[config.mk]
export PLATFORM = sky130hd
export DESIGN_NAME = cci_mpf_shim_rd_throttle_flat
export DESIGN_NICKNAME = d
export VERILOG_FILES = /design/src/rtl/cci_mpf_shim_rd_throttle_if.sv /design/src/rtl/cci_mpf_shim_rd_throttle.sv /design/src/flat_wrapper.sv
export SDC_FILE = /design/constraint.sdc
export NUM_CORES = 2
export LEC_CHECK = 0
export CORE_MARGIN = 2
export CORE_UTILIZATION = 55
export DETAILED_ROUTE_END_ITERATION = 16
export PLACE_DENSITY = 0.78
export SLEW_MARGIN = 10
export SYNTH_ARGS = -nofsm -noshare
export SYNTH_HDL_FRONTEND = slang
export SYNTH_SLANG_ARGS = --single-unit
[constraint.sdc]
create_clock -name clk -period 19.75 [get_ports clk]
set_input_delay 3.95 -clock clk [delete_from_list [all_inputs] [get_ports clk]]
set_output_delay 3.95 -clock clk [all_outputs]
set_load 0.02 [all_outputs]
[src/rtl/cci_mpf_shim_rd_throttle_if.sv]
// Shared types and the MPF interface bundle used by the read throttle shim.
// to_fiu faces the platform, to_afu faces user logic.
package cci_mpf_shim_rd_throttle_pkg;

  typedef logic [3:0] t_rsp_type;
  localparam t_rsp_type eRSP_RDLINE = 4'h0;
  localparam t_rsp_type eRSP_WRLINE = 4'h1;
  localparam t_rsp_type eRSP_UMSG   = 4'h4;
  localparam t_rsp_type eRSP_MMIO   = 4'h8;

  typedef struct packed {
    logic [1:0]  cl_len;
    logic [15:0] mdata;
    logic [41:0] addr;
  } t_req_base;

  typedef struct packed {
    t_req_base base;
  } t_c0_req_hdr;

  typedef struct packed {
    logic        valid;
    t_c0_req_hdr hdr;
    logic [3:0]  flags;
  } t_c0_tx;

  typedef struct packed {
    t_c0_req_hdr hdr;
    logic [3:0]  flags;
  } t_c0_ent;

  typedef struct packed {
    logic        valid;
    logic [41:0] addr;
    logic [15:0] mdata;
    logic [63:0] data;
  } t_c1_tx;

  typedef struct packed {
    logic        mmioRdValid;
    logic [8:0]  tid;
    logic [63:0] data;
  } t_c2_tx;

  typedef struct packed {
    t_rsp_type   resp_type;
    logic [15:0] mdata;
    logic [1:0]  cl_num;
  } t_rsp_hdr;

  typedef struct packed {
    logic        rspValid;
    logic        mmioRdValid;
    logic        mmioWrValid;
    t_rsp_hdr    hdr;
    logic [63:0] data;
  } t_c0_rx;

  typedef struct packed {
    logic     rspValid;
    t_rsp_hdr hdr;
  } t_c1_rx;

endpackage

interface cci_mpf_if;
  import cci_mpf_shim_rd_throttle_pkg::*;

  logic   reset;
  t_c0_tx c0Tx;
  t_c1_tx c1Tx;
  t_c2_tx c2Tx;
  logic   c0TxAlmFull;
  logic   c1TxAlmFull;
  t_c0_rx c0Rx;
  t_c1_rx c1Rx;

  modport to_fiu (
    output c0Tx, c1Tx, c2Tx,
    input  c0TxAlmFull, c1TxAlmFull,
    input  c0Rx, c1Rx
  );

  modport to_afu (
    output reset,
    output c0TxAlmFull, c1TxAlmFull,
    output c0Rx, c1Rx,
    input  c0Tx, c1Tx, c2Tx
  );
endinterface

[src/rtl/cci_mpf_shim_rd_throttle.sv]
// Read throttle shim: queues c0 reads, issues them under a line credit.
// Optional stall counter built when CCI_MPF_RD_THROTTLE_STATS_EN is defined.
module cci_mpf_shim_rd_throttle
  import cci_mpf_shim_rd_throttle_pkg::*;
#(
  parameter int DEPTH                 = 32,
  parameter int ALM_FULL_SLACK        = 8,
  parameter int MAX_OUTSTANDING_LINES = 128
) (
  input  logic        clk,
  input  logic        reset,
  cci_mpf_if.to_fiu   fiu,
  cci_mpf_if.to_afu   afu,
  output logic [31:0] stall_cycles
);

  localparam int AW = $clog2(DEPTH);
  localparam int CW = $clog2(MAX_OUTSTANDING_LINES + 1);
  localparam logic [AW:0] ALM_THR =
    (AW+1)'(DEPTH - ALM_FULL_SLACK);
  localparam logic [AW:0] FULL_N = (AW+1)'(DEPTH);
  localparam logic [CW:0] MAX_L =
    (CW+1)'(MAX_OUTSTANDING_LINES);

  t_c0_ent       mem [DEPTH];
  logic [AW-1:0] wr_ptr;
  logic [AW-1:0] rd_ptr;
  logic [AW:0]   occ;
  logic [CW-1:0] outst;

  logic          empty;
  logic          full;
  logic          push_ok;
  logic          have;
  logic          issue;
  logic          wr;
  logic          pop;
  logic          rd_rsp;
  logic          credit_ok;
  t_c0_ent       in_ent;
  t_c0_ent       head;
  logic [2:0]    need;
  logic [CW:0]   credit_sum;
  logic [CW-1:0] out_add;
  logic [CW-1:0] out_nxt;

  assign afu.reset       = reset;
  assign fiu.c1Tx        = afu.c1Tx;
  assign fiu.c2Tx        = afu.c2Tx;
  assign afu.c1TxAlmFull = fiu.c1TxAlmFull;
  assign afu.c0Rx        = fiu.c0Rx;
  assign afu.c1Rx        = fiu.c1Rx;

  assign empty   = (occ == '0);
  assign full    = (occ == FULL_N);
  assign push_ok = afu.c0Tx.valid && !full;
  assign in_ent  = '{hdr: afu.c0Tx.hdr,
                     flags: afu.c0Tx.flags};

  // An empty FIFO lets the incoming request bypass straight to issue.
  assign head = empty ? in_ent : mem[rd_ptr];
  assign have = !empty || push_ok;

  assign need       = {1'b0, head.hdr.base.cl_len} + 3'd1;
  assign credit_sum = {1'b0, outst} + (CW+1)'(need);
  assign credit_ok  = (credit_sum <= MAX_L);

  assign issue = have && !fiu.c0TxAlmFull && credit_ok;
  assign pop   = issue && !empty;
  assign wr    = push_ok && !(empty && issue);

  assign rd_rsp = fiu.c0Rx.rspValid &&
                  (fiu.c0Rx.hdr.resp_type == eRSP_RDLINE);

  // Responses with nothing in flight belong to pre-reset reads.
  assign out_add = issue ? outst + CW'(need) : outst;
  assign out_nxt = (rd_rsp && out_add != '0) ?
                   out_add - CW'(1) : out_add;

  // Request storage; contents need no reset.
  always_ff @(posedge clk) begin
    if (wr) mem[wr_ptr] <= in_ent;
  end

  // FIFO pointers and occupancy.
  always_ff @(posedge clk or posedge reset) begin
    if (reset) begin
      wr_ptr <= '0;
      rd_ptr <= '0;
      occ    <= '0;
    end else begin
      if (wr)  wr_ptr <= wr_ptr + AW'(1);
      if (pop) rd_ptr <= rd_ptr + AW'(1);
      occ <= occ + (AW+1)'(wr) - (AW+1)'(pop);
    end
  end

  // Registered issue toward the FIU and line credit tracking.
  always_ff @(posedge clk or posedge reset) begin
    if (reset) begin
      fiu.c0Tx <= '0;
      outst    <= '0;
    end else begin
      fiu.c0Tx.valid <= issue;
      if (issue) begin
        fiu.c0Tx.hdr   <= head.hdr;
        fiu.c0Tx.flags <= head.flags;
      end
      outst <= out_nxt;
    end
  end

  // Almost-full tracks last cycle's occupancy; held high in reset.
  always_ff @(posedge clk or posedge reset) begin
    if (reset) afu.c0TxAlmFull <= 1'b1;
    else       afu.c0TxAlmFull <= (occ >= ALM_THR);
  end

`ifdef CCI_MPF_RD_THROTTLE_STATS_EN
  logic stall_en;
  assign stall_en = !empty && !fiu.c0TxAlmFull && !credit_ok;

  // Saturating count of cycles the head waits on credit.
  always_ff @(posedge clk or posedge reset) begin
    if (reset)
      stall_cycles <= '0;
    else if (stall_en && stall_cycles != 32'hFFFF_FFFF)
      stall_cycles <= stall_cycles + 32'd1;
  end
`else
  assign stall_cycles = '0;
`endif

`ifndef SYNTHESIS
  // Pushing into a full FIFO is an AFU protocol error.
  always_ff @(posedge clk) begin
    if (!reset && afu.c0Tx.valid && full)
      $fatal(1, "c0 request pushed into full FIFO");
  end
`endif

endmodule
[src/flat_wrapper.sv]
// flat-port wrapper written by rule: the top's interface ports become plain ports
module cci_mpf_shim_rd_throttle_flat import cci_mpf_shim_rd_throttle_pkg::*;
#(
  parameter int DEPTH                 = 32,
  parameter int ALM_FULL_SLACK        = 8,
  parameter int MAX_OUTSTANDING_LINES = 128
)
  (clk, reset, stall_cycles, fiu_c0Tx, fiu_c1Tx, fiu_c2Tx, fiu_c0TxAlmFull, fiu_c1TxAlmFull, fiu_c0Rx, fiu_c1Rx, afu_reset, afu_c0TxAlmFull, afu_c1TxAlmFull, afu_c0Rx, afu_c1Rx, afu_c0Tx, afu_c1Tx, afu_c2Tx);
  cci_mpf_if fiu_i ();
  cci_mpf_if afu_i ();
  input  logic clk;
  input  logic reset;
  output logic [31:0] stall_cycles;
  output wire logic [$bits(fiu_i.c0Tx)-1:0] fiu_c0Tx;
  output wire logic [$bits(fiu_i.c1Tx)-1:0] fiu_c1Tx;
  output wire logic [$bits(fiu_i.c2Tx)-1:0] fiu_c2Tx;
  input wire logic [$bits(fiu_i.c0TxAlmFull)-1:0] fiu_c0TxAlmFull;
  input wire logic [$bits(fiu_i.c1TxAlmFull)-1:0] fiu_c1TxAlmFull;
  input wire logic [$bits(fiu_i.c0Rx)-1:0] fiu_c0Rx;
  input wire logic [$bits(fiu_i.c1Rx)-1:0] fiu_c1Rx;
  output wire logic [$bits(afu_i.reset)-1:0] afu_reset;
  output wire logic [$bits(afu_i.c0TxAlmFull)-1:0] afu_c0TxAlmFull;
  output wire logic [$bits(afu_i.c1TxAlmFull)-1:0] afu_c1TxAlmFull;
  output wire logic [$bits(afu_i.c0Rx)-1:0] afu_c0Rx;
  output wire logic [$bits(afu_i.c1Rx)-1:0] afu_c1Rx;
  input wire logic [$bits(afu_i.c0Tx)-1:0] afu_c0Tx;
  input wire logic [$bits(afu_i.c1Tx)-1:0] afu_c1Tx;
  input wire logic [$bits(afu_i.c2Tx)-1:0] afu_c2Tx;
  assign fiu_c0Tx = fiu_i.c0Tx;
  assign fiu_c1Tx = fiu_i.c1Tx;
  assign fiu_c2Tx = fiu_i.c2Tx;
  assign fiu_i.c0TxAlmFull = fiu_c0TxAlmFull;
  assign fiu_i.c1TxAlmFull = fiu_c1TxAlmFull;
  assign fiu_i.c0Rx = fiu_c0Rx;
  assign fiu_i.c1Rx = fiu_c1Rx;
  assign afu_reset = afu_i.reset;
  assign afu_c0TxAlmFull = afu_i.c0TxAlmFull;
  assign afu_c1TxAlmFull = afu_i.c1TxAlmFull;
  assign afu_c0Rx = afu_i.c0Rx;
  assign afu_c1Rx = afu_i.c1Rx;
  assign afu_i.c0Tx = afu_c0Tx;
  assign afu_i.c1Tx = afu_c1Tx;
  assign afu_i.c2Tx = afu_c2Tx;
  cci_mpf_shim_rd_throttle #(.DEPTH(DEPTH), .ALM_FULL_SLACK(ALM_FULL_SLACK), .MAX_OUTSTANDING_LINES(MAX_OUTSTANDING_LINES)) u_core (.clk(clk), .reset(reset), .fiu(fiu_i), .afu(afu_i), .stall_cycles(stall_cycles));
endmodule
# Word-level counts from Yosys, hierarchy flattened
# Memory sizes are Yosys's and may differ from the RTL's.
# Index checks and enable logic that the tools add are counted.
op_classes:
  reduce_logical: 16
  order_cmp: 2
  add_sub_neg: 8
  eq_ne: 1
  mux: 5
ops:
  columns: ["op", "count"]
  rows:
  - ["two-way mux 64 bit", 1]
  - ["two-way mux 8 bit", 2]
  - ["adder 5 x 1 -> 5 bit (second input constant)", 2]
  - ["adder 8 x 3 -> 9 bit", 1]
  - ["less-or-equal comparator 9 x 8 -> 1 bit (second input constant)", 1]
  - ["adder 8 x 3 -> 8 bit", 1]
  - ["logical AND 1 bit", 8]
  - ["nonzero test 8 bit", 1]
  - ["subtractor 8 x 1 -> 8 bit (second input constant)", 1]
  - ["adder 6 x 1 -> 6 bit", 1]
  - ["equality test 6 bit (second input constant)", 1]
  - ["greater-or-equal comparator 6 x 5 -> 1 bit (second input constant)", 1]
  - ["zero test 6 bit", 1]
  - ["subtractor 6 x 1 -> 6 bit", 1]
  - ["zero test 1 bit", 4]
  - ["zero test 4 bit", 1]
  - ["adder 2 x 1 -> 3 bit (second input constant)", 1]
  - ["two-way mux 1 bit", 2]
  - ["logical OR 1 bit", 1]
totals:
  regBits: 90
  ram_bits: 2048
  word_cells: 43
  mem_count: 1
  out_inout_bits: 409
memory_table:
  columns: ["memory", "words", "word_bits", "read_ports", "rd_ports_with_merged_regs", "wr", "line_no", "text"]
  rows:
  - ["u_core.mem", 32, 64, 1, 0, 1, "cci_mpf_shim_rd_throttle.sv:25", "t_c0_ent mem [DEPTH];"]

# Longest topological paths before layout
depth:
  ltp_word: 11
  depth_mapped: 25
  mapped_depth_nobuf: 23

# Least setup slack after synthesis
# Ideal clock, no wire load.
synth_path:
  path_kind: "input-to-reg"
  from: "input port afu_c0Tx[62]"
  to: "memory u_core.mem[15][0] (netlist bit) (enable)"
  arrival_time_ps: 9146
  path_slack_ps: 10118
  required_ps: 19263
  cell_stages: 12
  cell_sequence: "nand2_1 o21ai_0 ha_1 ha_1 a211oi_1 o21a_1 a2111oi_2 nand3_1 a21boi_0 o211ai_1 nand3_1 nor2_1"
synth_rtl:
  columns: ["item", "line_no", "text"]
  rows:
  - ["start, declared", "flat_wrapper.sv:26", "input wire logic [$bits(afu_i.c0Tx)-1:0] afu_c0Tx;"]
  - ["end, declared", "cci_mpf_shim_rd_throttle.sv:25", null]

==> impl_metrics.tcl <==
set metrics [dict create \
    core_um2 154000 \
    grt_antenna_before_repair 12 \
    dp_hpwl_um 158000 \
    cts-root-buf "clkbuf_16" \
    slowest_delay_ns 1.23 \
    layout-drive-gt1-share_pct 27.4 \
    crit_slowest_cell "nor2_4" \
    synth-async-reset-ratio_pct 4.21 \
    ys_ff_latch 2138 \
    fmax_ghz 0.0934 \
    synth.cell_area_um2 84700 \
    slew_viol_final 0 \
    yosys_most_used_dff "edfxtp_1" \
    maxCapViolations 0 \
    crit_chain "clkdlybuf4s50_1, nand2_1, o21ai_0, ha_1, ha_1, a211oi_1, o21a_1, a2111oi_2, nand3_1, a21boi_0, o211ai_1, nand3_1, nor2_4, buf_4" \
    clockBufferDepth 3 \
    hold_viol 0 \
    areaGrowthSynthToFinish_pct 9.35 \
    drc 0 \
    min_period_ns 10.71 \
    rsz0062_at_grt "false" \
    post_drt_wl_per_cell_um 44.0 \
    grt_pass1_vias 40900 \
    cp-end-kind "flip-flop" \
    cts_tree "done" \
    syn_avg_cell_area_um2 22.0 \
    arrival_ns 11.18 \
    max-vdd-ir-drop_mv 0.126 \
    initial_utilization_pct 55.2 \
    fillers 9908 \
    maxSlewHeadroom_pct 15.0 \
    hold_class "flip-flop to flip-flop" \
    dieArea_um2 157000 \
    worst-endpoint-required_ns 20.22 \
    clock_sinks 2138 \
    ios 787 \
    yosys.cell_types.count 60 \
    layout.cells.non_filler 5997 \
    wl_um 264000 \
    skew_ns 0.0304 \
    drtAntennaViolNets 0 \
    gr-total-overflow 0 \
    setup_tns_ns 0 \
    ys_warn_count 0 \
    nets 4189 \
    critPathMaxFanout 38 \
    synth_edf_count 2048 \
    place_congestion 0.886 \
    io_buffers 144 \
    h-tree-depth 4 \
    grt_pass1_wl_um 357000 \
    start_kind "input pin" \
    num_vias 42000 \
    status "finished, final reports clean" \
    worstMarginPinSlew_ns 1.27 \
    synthCells 3851 \
    viasPerCell 7.01 \
    dp.cells 5638 \
    critPathKind "input pin to flip-flop" \
    drt_pre_antenna_iters 7 \
    numCtsBuffers 191 \
    power_density_nw_per_um2 148 \
    p_leak_nw 29.2 \
    path_clk_slew_ns 0.07 \
    clock_latency_ns 0.85 \
    period_share_pct 54.2 \
    post_cts_buffers 0 \
    grt_use_total_pct 33.6 \
    ctsResizeCount 0 \
    setup_viol 0 \
    ys_seq_area_share_pct 75.2 \
    drtIter0Drc 7398 \
    rows 144 \
    hold_buffers 0 \
    die_w_um 396 \
    grt_max_degree 142 \
    fp.dieH_um 396 \
]
## flip-flops by register name, indices dropped and copies added (netlist names)
register	cells
u_core.mem	2048
u_core.rd_ptr	5
u_core.afu.c0TxAlmFull	1
u_core.outst	8
u_core.wr_ptr	5
u_core.fiu.c0Tx	65
u_core.occ	6
## final timing paths
| kind | from | to | slack [ns] | depth (start not counted) |
|---|---|---|---|---|
| setup / recovery | afu_c0Tx[63] | u_core.mem[31][8] | 9.04 | 14 |
| setup reg to reg | u_core.rd_ptr[0] | u_core.mem[31][8] | 9.42 | 17 |
| hold reg to reg | u_core.fiu.c0Tx[24] | u_core.fiu.c0Tx[24] | 0.48 | 2 |
| hold / removal | u_core.fiu.c0Tx[24] | u_core.fiu.c0Tx[24] | 0.48 | 2 |
| min in group asynchronous | reset | u_core.outst[0] | 4.26 | 2 |
| max in group asynchronous | reset | u_core.rd_ptr[1] | 14.67 | 2 |
## Yosys cell counts, types with 2 or more instances
library cell | instances | share of area [%]
o21bai_1 | 2 | 0.018
a211oi_1 | 2 | 0.018
nor3_1 | 3 | 0.018
buf_1 | 67 | 0.30
nand2b_1 | 3 | 0.022
inv_1 | 20 | 0.089
mux2_2 | 3 | 0.040
buf_2 | 4 | 0.024
edfxtp_1 | 2048 | 73
a21oi_1 | 71 | 0.42
nand3b_1 | 6 | 0.053
nor2b_1 | 2 | 0.015
xnor2_1 | 10 | 0.10
nand3_1 | 13 | 0.077
ha_1 | 22 | 0.32
and2_1 | 2 | 0.015
nor2_1 | 109 | 0.48
o21ai_0 | 74 | 0.44
nand4_1 | 4 | 0.030
clkbuf_1 | 113 | 0.50
a21o_1 | 2 | 0.018
mux4_2 | 640 | 17
buf_4 | 344 | 3.0
a211o_1 | 2 | 0.021
mux2i_1 | 70 | 0.83
and3_1 | 3 | 0.022
mux2_4 | 2 | 0.035
nand2_1 | 78 | 0.35
dfrtp_1 | 89 | 2.6
xor2_1 | 8 | 0.083
and4_1 | 2 | 0.021
fa_1 | 2 | 0.047
o211ai_1 | 4 | 0.035
## layer usage
layer	vias to the layer above	global-route usage [%]	wire length, µm
met5	-	3.05	506
met4	20	12.5	11900
met3	618	17.5	46900
met2	4239	51.9	125000
met1	21800	40.1	79900
li1	15400	-	-
## through the flow
step	power (mW)	hold slack [ns]	setup WS (ns)	utilization, %	cell area, µm²
floorplan	8.50	0.478	10.12	-	84800
global placement	9.83	0.460	8.71	56.4	86500
detailed placement	9.90	0.469	8.47	56.4	86500
CTS	13.7	0.483	9.24	60.4	92700
global route	14.1	0.514	8.83	60.4	92600
finish	13.7	0.480	9.04	60.4	92600
## critical path: cells and delay by family
family          cells  cell delay [ns]
compound gates      6             2.11
fa+ha+maj           2             0.71
buf+inv             2             1.85
simple gates        4             2.47
## logic make-up (layout without fill, tap and decap cells)
kind of cell,Yosys count,count (layout),share of synthesized area [%]
flip-flops,2138,2138,75.2
adder cells (fa/ha/maj),24,24,0.372
AND/OR/NAND/NOR,237,237,1.22
other,1,34,0.00443
AO/OA/AOI/OAI,168,168,1.08
multiplexers,715,715,17.9
buffers and inverters,550,619,3.98
XOR/XNOR,18,18,0.186
## final cells by class
type / instances / area (µm²) / area share (%)
timing repair buffer: 242 / 2100 / 2.26
clock inverter: 107 / 1030 / 1.11
clock buffer: 250 / 5130 / 5.54
tap: 2044 / 2560 / 2.76
multi-input combinational: 1194 / 18000 / 19.4
sequential: 2138 / 63800 / 68.8
inverter: 20 / 80.1 / 0.0864
antenna: 2 / 5.00 / 0.00540
## placed cells by master (no fill, tap or decap), types with 4 or more instances in the layout
cell type / instances
nor2_1: 76
mux4_2: 640
clkinv_1: 38
o211ai_1: 4
clkinv_8: 5
xor2_1: 8
dfrtp_1: 84
edfxtp_1: 2048
clkbuf_8: 7
nand3b_1: 6
bufinv_16: 16
nand4_1: 4
mux2i_1: 70
a21oi_1: 71
clkbuf_1: 49
xnor2_1: 10
nand3_1: 13
nor2_4: 33
nand2_1: 78
buf_2: 21
inv_6: 9
o21ai_0: 74
inv_1: 19
clkinvlp_4: 6
clkbuf_16: 194
ha_1: 22
buf_4: 96
dfrtp_4: 5
clkinv_2: 30
conb_1: 32
clkdlybuf4s50_1: 123
## power breakdown
group	total [mW]	switching (mW)	internal, mW
registers	5.63	0.264	5.36
clock network	3.74	1.69	2.05
logic	4.35	2.47	1.89
total	13.7	4.42	9.30
No activity file was read; power rests on OpenSTA's default activity.
